$ cat src/rtl/counter_phase_pkg.sv
`default_nettype none
// ==== counter_phase_pkg : shared FSM states, phase codes and duration lookup ====
// ==== Rev 1.0 ===================================================================
package counter_phase_pkg;

    typedef enum logic [1:0] {
        IDLE  = 2'd0,
        LOAD  = 2'd1,
        COUNT = 2'd2
    } state_t;

    localparam logic [1:0] PH_NSG = 2'd0;
    localparam logic [1:0] PH_NSY = 2'd1;
    localparam logic [1:0] PH_EWG = 2'd2;
    localparam logic [1:0] PH_EWY = 2'd3;

    // Durations arrive packed as {EWY, EWG, NSY, NSG}; the counter needs T-1 because
    // Q=0 is itself the last counted cycle of a phase.
    function automatic logic [3:0] dur(input logic [1:0] ph, input logic [15:0] tvec);
        logic [3:0] t;
        case (ph)
            PH_NSG:  t = tvec[3:0];
            PH_NSY:  t = tvec[7:4];
            PH_EWG:  t = tvec[11:8];
            default: t = tvec[15:12];
        endcase
        return t - 4'd1;
    endfunction

endpackage
`default_nettype wire

$ cat src/rtl/lamp_decode.sv
`default_nettype none
// ==== lamp_decode : phase + busy -> {NS_R,NS_Y,NS_G,EW_R,EW_Y,EW_G} =============
// ==== Rev 1.0 ===================================================================
module lamp_decode
    import counter_phase_pkg::*;
(
    input  logic [1:0] i_phase,
    input  logic       i_busy,
    output logic [5:0] o_lamps
);

    always_comb begin
        o_lamps = 6'b100_100;
        if (i_busy) begin
            case (i_phase)
                PH_NSG:  o_lamps = 6'b001_100;
                PH_NSY:  o_lamps = 6'b010_100;
                PH_EWG:  o_lamps = 6'b100_001;
                default: o_lamps = 6'b100_010;
            endcase
        end
    end

endmodule
`default_nettype wire

$ cat src/rtl/counter_phase_ctrl.sv
`default_nettype none
// ==== counter_phase_ctrl : 4-phase traffic-light sequencer for a 4-bit down counter
// ==== Rev 1.0 ===================================================================
module counter_phase_ctrl
    import counter_phase_pkg::*;
#(
    parameter int T_NSG = 9,
    parameter int T_NSY = 3,
    parameter int T_EWG = 9,
    parameter int T_EWY = 3
) (
    input  logic       CP,
    input  logic       CLR,
    input  logic       EN,
    input  logic       HOLD,
    input  logic       QD,
    input  logic       QC,
    input  logic       QB,
    input  logic       QA,
    output logic       M,
    output logic       LD,
    output logic       D,
    output logic       C,
    output logic       B,
    output logic       A,
    output logic       NS_R,
    output logic       NS_Y,
    output logic       NS_G,
    output logic       EW_R,
    output logic       EW_Y,
    output logic       EW_G,
    output logic [1:0] PHASE,
    output logic       BUSY
);

    if (T_NSG < 1 || T_NSG > 15 || T_NSY < 1 || T_NSY > 15 ||
        T_EWG < 1 || T_EWG > 15 || T_EWY < 1 || T_EWY > 15) begin : g_bad_dur
        $error("counter_phase_ctrl: every phase duration must lie in 1..15");
    end

    localparam logic [15:0] C_TVEC = {4'(T_EWY), 4'(T_EWG), 4'(T_NSY), 4'(T_NSG)};

    state_t     r_state;
    state_t     w_state_nxt;
    logic [1:0] r_phase;
    logic [1:0] w_phase_nxt;
    logic       r_busy;
    logic       w_busy_nxt;
    logic [5:0] r_lamps;
    logic [5:0] w_lamps_nxt;
    logic [3:0] w_q;
    logic       w_ld;
    logic [3:0] w_dcba;

    assign w_q = {QD, QC, QB, QA};

    always_comb begin
        w_state_nxt = r_state;
        w_phase_nxt = r_phase;
        if (!EN) begin
            w_state_nxt = IDLE;
            w_phase_nxt = PH_NSG;
        end else begin
            case (r_state)
                IDLE: begin
                    w_state_nxt = LOAD;
                    w_phase_nxt = PH_NSG;
                end
                LOAD:    w_state_nxt = COUNT;
                COUNT: begin
                    // HOLD outranks expiry: a frozen timer at zero must not advance
                    if (!HOLD && w_q == 4'd0) begin
                        w_state_nxt = LOAD;
                        w_phase_nxt = r_phase + 2'd1;
                    end
                end
                default: w_state_nxt = IDLE;
            endcase
        end
    end

    assign w_busy_nxt = (w_state_nxt != IDLE);

    lamp_decode u_lamp_decode (
        .i_phase (w_phase_nxt),
        .i_busy  (w_busy_nxt),
        .o_lamps (w_lamps_nxt)
    );

    always_ff @(posedge CP or negedge CLR) begin
        if (!CLR) begin
            r_state <= IDLE;
            r_phase <= PH_NSG;
            r_busy  <= 1'b0;
            r_lamps <= 6'b100_100;
        end else begin
            r_state <= w_state_nxt;
            r_phase <= w_phase_nxt;
            r_busy  <= w_busy_nxt;
            r_lamps <= w_lamps_nxt;
        end
    end

    // Counter load path: phase duration in LOAD, self-reload of Q while held
    always_comb begin
        w_ld   = 1'b1;
        w_dcba = 4'd0;
        case (r_state)
            LOAD: begin
                w_ld   = 1'b0;
                w_dcba = dur(r_phase, C_TVEC);
            end
            COUNT: begin
                if (HOLD) begin
                    w_ld   = 1'b0;
                    w_dcba = w_q;
                end
            end
            default: ;
        endcase
    end

    assign M            = 1'b0;
    assign LD           = w_ld;
    assign {D, C, B, A} = w_dcba;
    assign PHASE        = r_phase;
    assign BUSY         = r_busy;
    assign {NS_R, NS_Y, NS_G, EW_R, EW_Y, EW_G} = r_lamps;

endmodule
`default_nettype wire

$ cat config.mk
export PLATFORM = sky130hd
export DESIGN_NAME = counter_phase_ctrl
export DESIGN_NICKNAME = d
export VERILOG_FILES = /design/src/rtl/counter_phase_pkg.sv /design/src/rtl/lamp_decode.sv /design/src/rtl/counter_phase_ctrl.sv
export SDC_FILE = /design/constraint.sdc
export NUM_CORES = 1
export LEC_CHECK = 0
export CAP_MARGIN = 0
export CORE_UTILIZATION = 39
export CTS_CLUSTER_SIZE = 28
export DETAILED_ROUTE_END_ITERATION = 6
export HOLD_SLACK_MARGIN = 0.08
export PLACE_DENSITY = 0.8
export SYNTH_ARGS = -nofsm -noshare
export SYNTH_HDL_FRONTEND = slang
export SYNTH_SLANG_ARGS = --single-unit
$ cat constraint.sdc
create_clock -name CP -period 1.9 [get_ports CP]
set_clock_uncertainty 0.1 [all_clocks]
set_input_delay 0.475 -clock CP [delete_from_list [all_inputs] [get_ports CP]]
set_output_delay 0.475 -clock CP [all_outputs]
set_load 0.1 [all_outputs]
# Word level (Yosys, flattened, before mapping)

Index checks and enable logic that the tools add are counted.

Bits in registers: 11
Input bits: 8
Output and inout bits: 15
Logic and storage cells: 33

$add $sub $neg: 2
Equality and inequality tests: 5
Mux-type cells: 14
Reduce and logical (&&, ||, !) cells: 8

Operators with widths:

| cell                  | number |
|---|---|
| $pmux W6 S3           | 1 |
| $mux W4               | 3 |
| $mux W2               | 4 |
| $pmux W4 S2           | 1 |
| $eq A2 B2 Y1 const B  | 3 |
| $logic_not A2 Y1      | 3 |
| $mux W6               | 1 |
| $pmux W2 S3           | 1 |
| $eq A2 B1 Y1 const B  | 2 |
| $logic_not A4 Y1      | 1 |
| $pmux W2 S2           | 1 |
| $sub A4 B1 Y4 const B | 1 |
| $add A2 B1 Y2 const B | 1 |
| $pmux W1 S2           | 1 |
| $reduce_bool A2 Y1    | 1 |
| $reduce_or A2 Y1      | 1 |
| $logic_and A1 B1 Y1   | 1 |
| $logic_not A1 Y1      | 1 |
| $mux W1               | 1 |

# Depth between registers and ports, before layout

Depth in word-level cells: 8
Gate-level depth with buffers: 6
Depth with buffers taken out: 6

# Modules after synthesis

Synthesis repeated with hierarchy kept, for this count alone.

Cell total of the unflattened synthesis: 63
Area, all modules: 631.9 um^2

By module, submodules not included:

| module             | times used | cells each | area each (um^2) | sequential area each (um^2) |
|---|---|---|---|---|
| counter_phase_ctrl | 1          | 57         | 585.6            | 277.8 |
| lamp_decode        | 1          | 6          | 46.3             | 0.0 |

# Worst setup path after synthesis

OpenSTA, ideal clock, no wires.

Path type: register -> output
Start point: reg r_phase[1] (netlist: PHASE[1])
End point: out D
Arrival time: 3496 ps
Data required time: 1325 ps
Setup slack: -2171 ps
Cell stages (with the launch flop): 4
Buffers on the path: 0
Path through: dfrtp_1 ha_1 o21ai_0 a21boi_0

Cells in the longest elaborated chain, start to end: 6
Elaborated cells on any way between the ends: 7
Those cells by class: add/sub (1); eq/ne (1); mux (3); reduce/logical (2)

RTL lines:

| what                                             | line                      | text |
|---|---|---|
| start: declaration                               | counter_phase_ctrl.sv:45  | `logic [1:0] r_phase;` |
| start signal: assignment                         | counter_phase_ctrl.sv:98  | `r_phase <= w_phase_nxt;` |
| $eq A2 B2 Y1 or $logic_not A2 Y1 (tied branches) | counter_phase_pkg.sv:21   | `case (ph)` |
| $reduce_or A2 Y1 (no source line) (*)            | --                        |  |
| $mux W4 (*)                                      | counter_phase_pkg.sv:21   |  |
| $mux W4 (*)                                      | counter_phase_ctrl.sv:108 | `case (r_state)` |
| $sub A4 B1 Y4 (*)                                | counter_phase_pkg.sv:27   | `return t - 4'd1;` |
| $pmux W4 S2 (*)                                  | counter_phase_ctrl.sv:108 |  |
| end: declaration                                 | counter_phase_ctrl.sv:22  | `output logic D,` |

Mark *: on every way between the ends. The rest lies on a longest branch, timed or not. The select of a mux whose other input is x is not followed.

# Final worst setup path

Start point: reg r_phase[1] (netlist: PHASE[1])
End point: out B

Cells in the longest elaborated chain, start to end: 6
Elaborated cells on any way between the ends: 7
Those cells by class: add/sub (1); eq/ne (1); mux (3); reduce/logical (2)

RTL lines:

| what                                             | line                      | text |
|---|---|---|
| $eq A2 B2 Y1 or $logic_not A2 Y1 (tied branches) | counter_phase_pkg.sv:21   |  |
| $reduce_or A2 Y1 (no source line) (*)            | --                        |  |
| $mux W4 (*)                                      | counter_phase_pkg.sv:21   |  |
| $mux W4 (*)                                      | counter_phase_ctrl.sv:108 |  |
| $sub A4 B1 Y4 (*)                                | counter_phase_pkg.sv:27   |  |
| $pmux W4 S2 (*)                                  | counter_phase_ctrl.sv:108 |  |
| end: declaration                                 | counter_phase_ctrl.sv:24  | `output logic B,` |

Marks and branches as above.

==> impl_summary.md <==
Floorplan
The floorplan has 14 rows. The area of the core region is 1590 sq um. The count of boundary I/O pins is 23. The initial cell density of the core is 43.8%.

The vertical extent of the die is 44.3 um. The die covers 1960 sq um. The die width is 44.3 um.

Drt
Dividing the detail-routed via count by the number of cells gives 5.65. Summed over all layers, the routed wires come to 3.13 mm. The detailed-route via count is 769. The first routing iteration left 24 violations. The post-detailed-route wirelength per cell is 23.0 um. The number of detailed-routing iterations run before antenna repair is 4. Once detail routing completed, the nets flagged for antenna violations numbered 0. The total DRC errors in the routed layout is 0.

Pwr
In this run the power spent charging and discharging nets is 0.000359 W. Registers are responsible for 29.8% of the overall power. The internal portion of the total power is 0.000525 W. The cell area power density is 596 nW/um^2. Per report_power, the combinational group accounts for 51.0% of the total.

The switching power share of the total is 40.6%. Summed over all cells, the static leakage comes to 0.635 nW. IR analysis of the VDD net gives a maximum drop of 0.772 mV. The clock network is responsible for 19.1% of the overall power.

CTS
The clock passes through at most 2 buffers. The number of hold buffers added after cts is 0. The number of clock sinks seen by CTS is 11.

The clock-pin slew of the registers on the worst-case setup and hold paths is 0.07 ns. The root cell of the clock tree is clkbuf_4. The CTS buffer count is 3. The clock latency on the worst-skew pair is 0.29 ns.

CTS built an H-tree with a depth of 1. The TritonCTS clock tree is built.

Logic synthesis
The most used flip-flop cell after synthesis is dfrtp_1. The synthesized design contains 11 register bits. Synthesis produced a netlist whose cell count is 68. Summing every instance area after synthesis gives 698 sq um. For this run, the number of Yosys warnings is 0. In this run, synthesis inferred 0 flip-flops with an integrated enable. The net count of the mapped netlist is 82. The largest total area in the synthesized netlist belongs to dfrtp_1. The proportion of synthesized chip area in sequential cells is 39.8%.

The synthesized design devotes to its leading area cell type 32.3% of total area. The mean instance size in the synthesized netlist is 10.3 sq um. The commonest cells after synthesis are dfrtp_1 (9), inv_1 (7), ha_1 (6).

The most frequent cell after synthesis is dfrtp_1. The proportion of register bits with asynchronous set or reset after synthesis is 100%. Yosys mapped the design onto 35 distinct sky130hd cell types. By area the synthesized netlist is led by dfrtp_1 (32%), ha_1 (11%), dfstp_2 (7.5%).

Timing
The transition at the pin with the smallest max-transition slack is 0.567 ns. The post-route clock period utilization is 113%. The number of max-slew violations in the final report is 0. The final-layout setup total negative slack is -1.99 ns.

Setup violations remaining at the end of the flow were counted as 13. The final worst-path setup slack is -0.244 ns. The worst slew slack as a fraction of its limit is 61.9%. The final hold violation count came to 0. The time the final worst path needs with I/O delays and setup is 2.14 ns. Setup repair after global routing could not meet its margin everywhere. Derived from the worst setup path, the maximum achievable clock frequency is 466 MHz. Final hold analysis gives a worst-case slack of 0.426 ns.

Critical path
At the worst endpoint, the arrival time is 1.57 ns. The kind of end point of the critical path is a primary output. STA classifies the critical path startpoint as a flop. The peak fanout along the critical path is 4. By startpoint and endpoint, the worst setup path is classified as reg2out.

Data on the critical path is required at its endpoint by 1.32 ns.

Global routing
The all-layer global routing usage is 29.4%. The via count of the first global-routing pass is 783. Entering global routing, the biggest net connects 12 pins. The leftover overflow at the end of global routing is 0.

The number of antenna violations at the first check in global routing is 0. The first global-routing pass estimated 3.97 mm of wire.

Place
The worst setup timing slack at the placement stage is -0.435 ns. The weighted congestion reported at the end of routability-driven placement is 0.745. Buffers placed on the I/O ports in this run total 21. Summing all placed instances gives a cell area of 1200 sq um. Once detailed placement completed, the half-perimeter wirelength came to 1.49 mm.

Final layout
Fill cells in the final layout number 48. The net count of the finished layout is 127. Summing all non-filler instances in the final layout gives an area of 1490 sq um. Of the cells placed in the final design, the portion with a size suffix greater than 1 is 68.8%. The diode insertion count for antenna repair is 0. From synthesis to final layout, the design area changed by 113%.

Outcome
The flow ran to the end, but the final reports show violations. The final reports fail on setup timing.

Run
The number of violations of the max-capacitance limit is 0.

Worst hold path
In this run the worst hold path is classified as in2async.
area by class of cell:
| cell class | count | area [sq um] | area share [%] |
|---|---|---|---|
| inverters | 7 | 41.3 | 2.78 |
| repair buffers | 42 | 543 | 36.6 |
| multi-input cells | 48 | 559 | 37.7 |
| clock buffers | 4 | 26.3 | 1.77 |
| well taps | 24 | 30.0 | 2.02 |
| flip-flops and latches | 11 | 285 | 19.2 |
critical path, stage by stage, from the launching register on:
cell and delay [ns]:
dfrtp_4 0.53, ha_4 0.18, nor2_2 0.13, a32oi_2 0.10, nor2b_4 0.16, buf_12 0.18
placed cells by master, fill, tap and decap left out, types with 2 or more instances in the layout:
cell,count
a211oi_2,2
a21oi_1,2
and2_1,2
and3_2,3
buf_12,15
buf_4,14
buf_6,6
clkbuf_4,3
clkdlybuf4s50_1,4
dfrtp_1,7
dfrtp_4,2
dfstp_2,2
dlygate4sd2_1,2
ha_4,5
inv_1,2
inv_2,2
nand2_1,2
nor2_2,2
nor2b_4,2
o21ai_2,2
or3_4,2
metal layers:
metal | vias to the layer above | share of wire [%] | track usage [%]
met5 | - | 0 | 0
met4 | 0 | 4.0 | 10.3
met3 | 11 | 5.6 | 8.57
met2 | 51 | 52 | 53.2
met1 | 381 | 38 | 32.4
li1 | 326 | - | -
registers in the layout, summed over array words and instances, names as in the netlist:
name and flops:
PHASE 2, r_lamps 6, BUSY 1, r_state 2
power by group through the flow:
stage | Sequential [W] | Clock (W) | Combinational (W)
detailed placement | 0.000265 | 0 | 0.000348
floorplan | 0.000331 | 0 | 0.000153
CTS | 0.000261 | 0.000165 | 0.000401
global route | 0.000264 | 0.000184 | 0.000462
finish | 0.000264 | 0.000169 | 0.000451
global placement | 0.000265 | 0 | 0.000341
worst paths after layout:
path                       startpoint          to  slack [ns]  depth (start not counted)
min in group CP            r_state[0]  r_state[0]        0.75                          3
max reg2reg                r_state[0]  r_lamps[4]       -0.20                          9
min                               CLR  r_lamps[4]        0.43                          1
max                          PHASE[1]           B       -0.24                          5
min reg2reg                r_state[0]  r_state[0]        0.75                          3
max in group asynchronous         CLR    PHASE[1]        0.88                          1
repair_timing:
| action | in CTS | in global routing |
|---|---|---|
| pin swaps | 9 | 7 |
| setup endpoints to repair | 13 | 14 |
| resized for setup | 21 | 15 |
| setup buffers | 9 | 6 |
| endpoints found under the hold margin | 0 | 0 |
per-stage QoR:
stage	std cells	utilization, %	total power, W
2_1_floorplan	68	-	0.000484
3_3_place_gp	117	75.4	0.000606
3_5_place_dp	117	75.4	0.000614
4_1_cts	130	85.9	0.000827
5_1_grt	136	93.2	0.000910
6_report	136	93.2	0.000885
cell families (layout without fill, tap and decap cells):
group	count (synthesis)	count (layout)	synth area share, %
mux	1	1	1.43
buf+inv	9	53	5.56
fa+ha+maj	6	6	10.8
flops	11	11	39.8
simple gates	24	24	24.0
compound gates	16	16	17.9
other cells	1	1	0.537
Note: power is estimated with default switching activity, not from simulation.
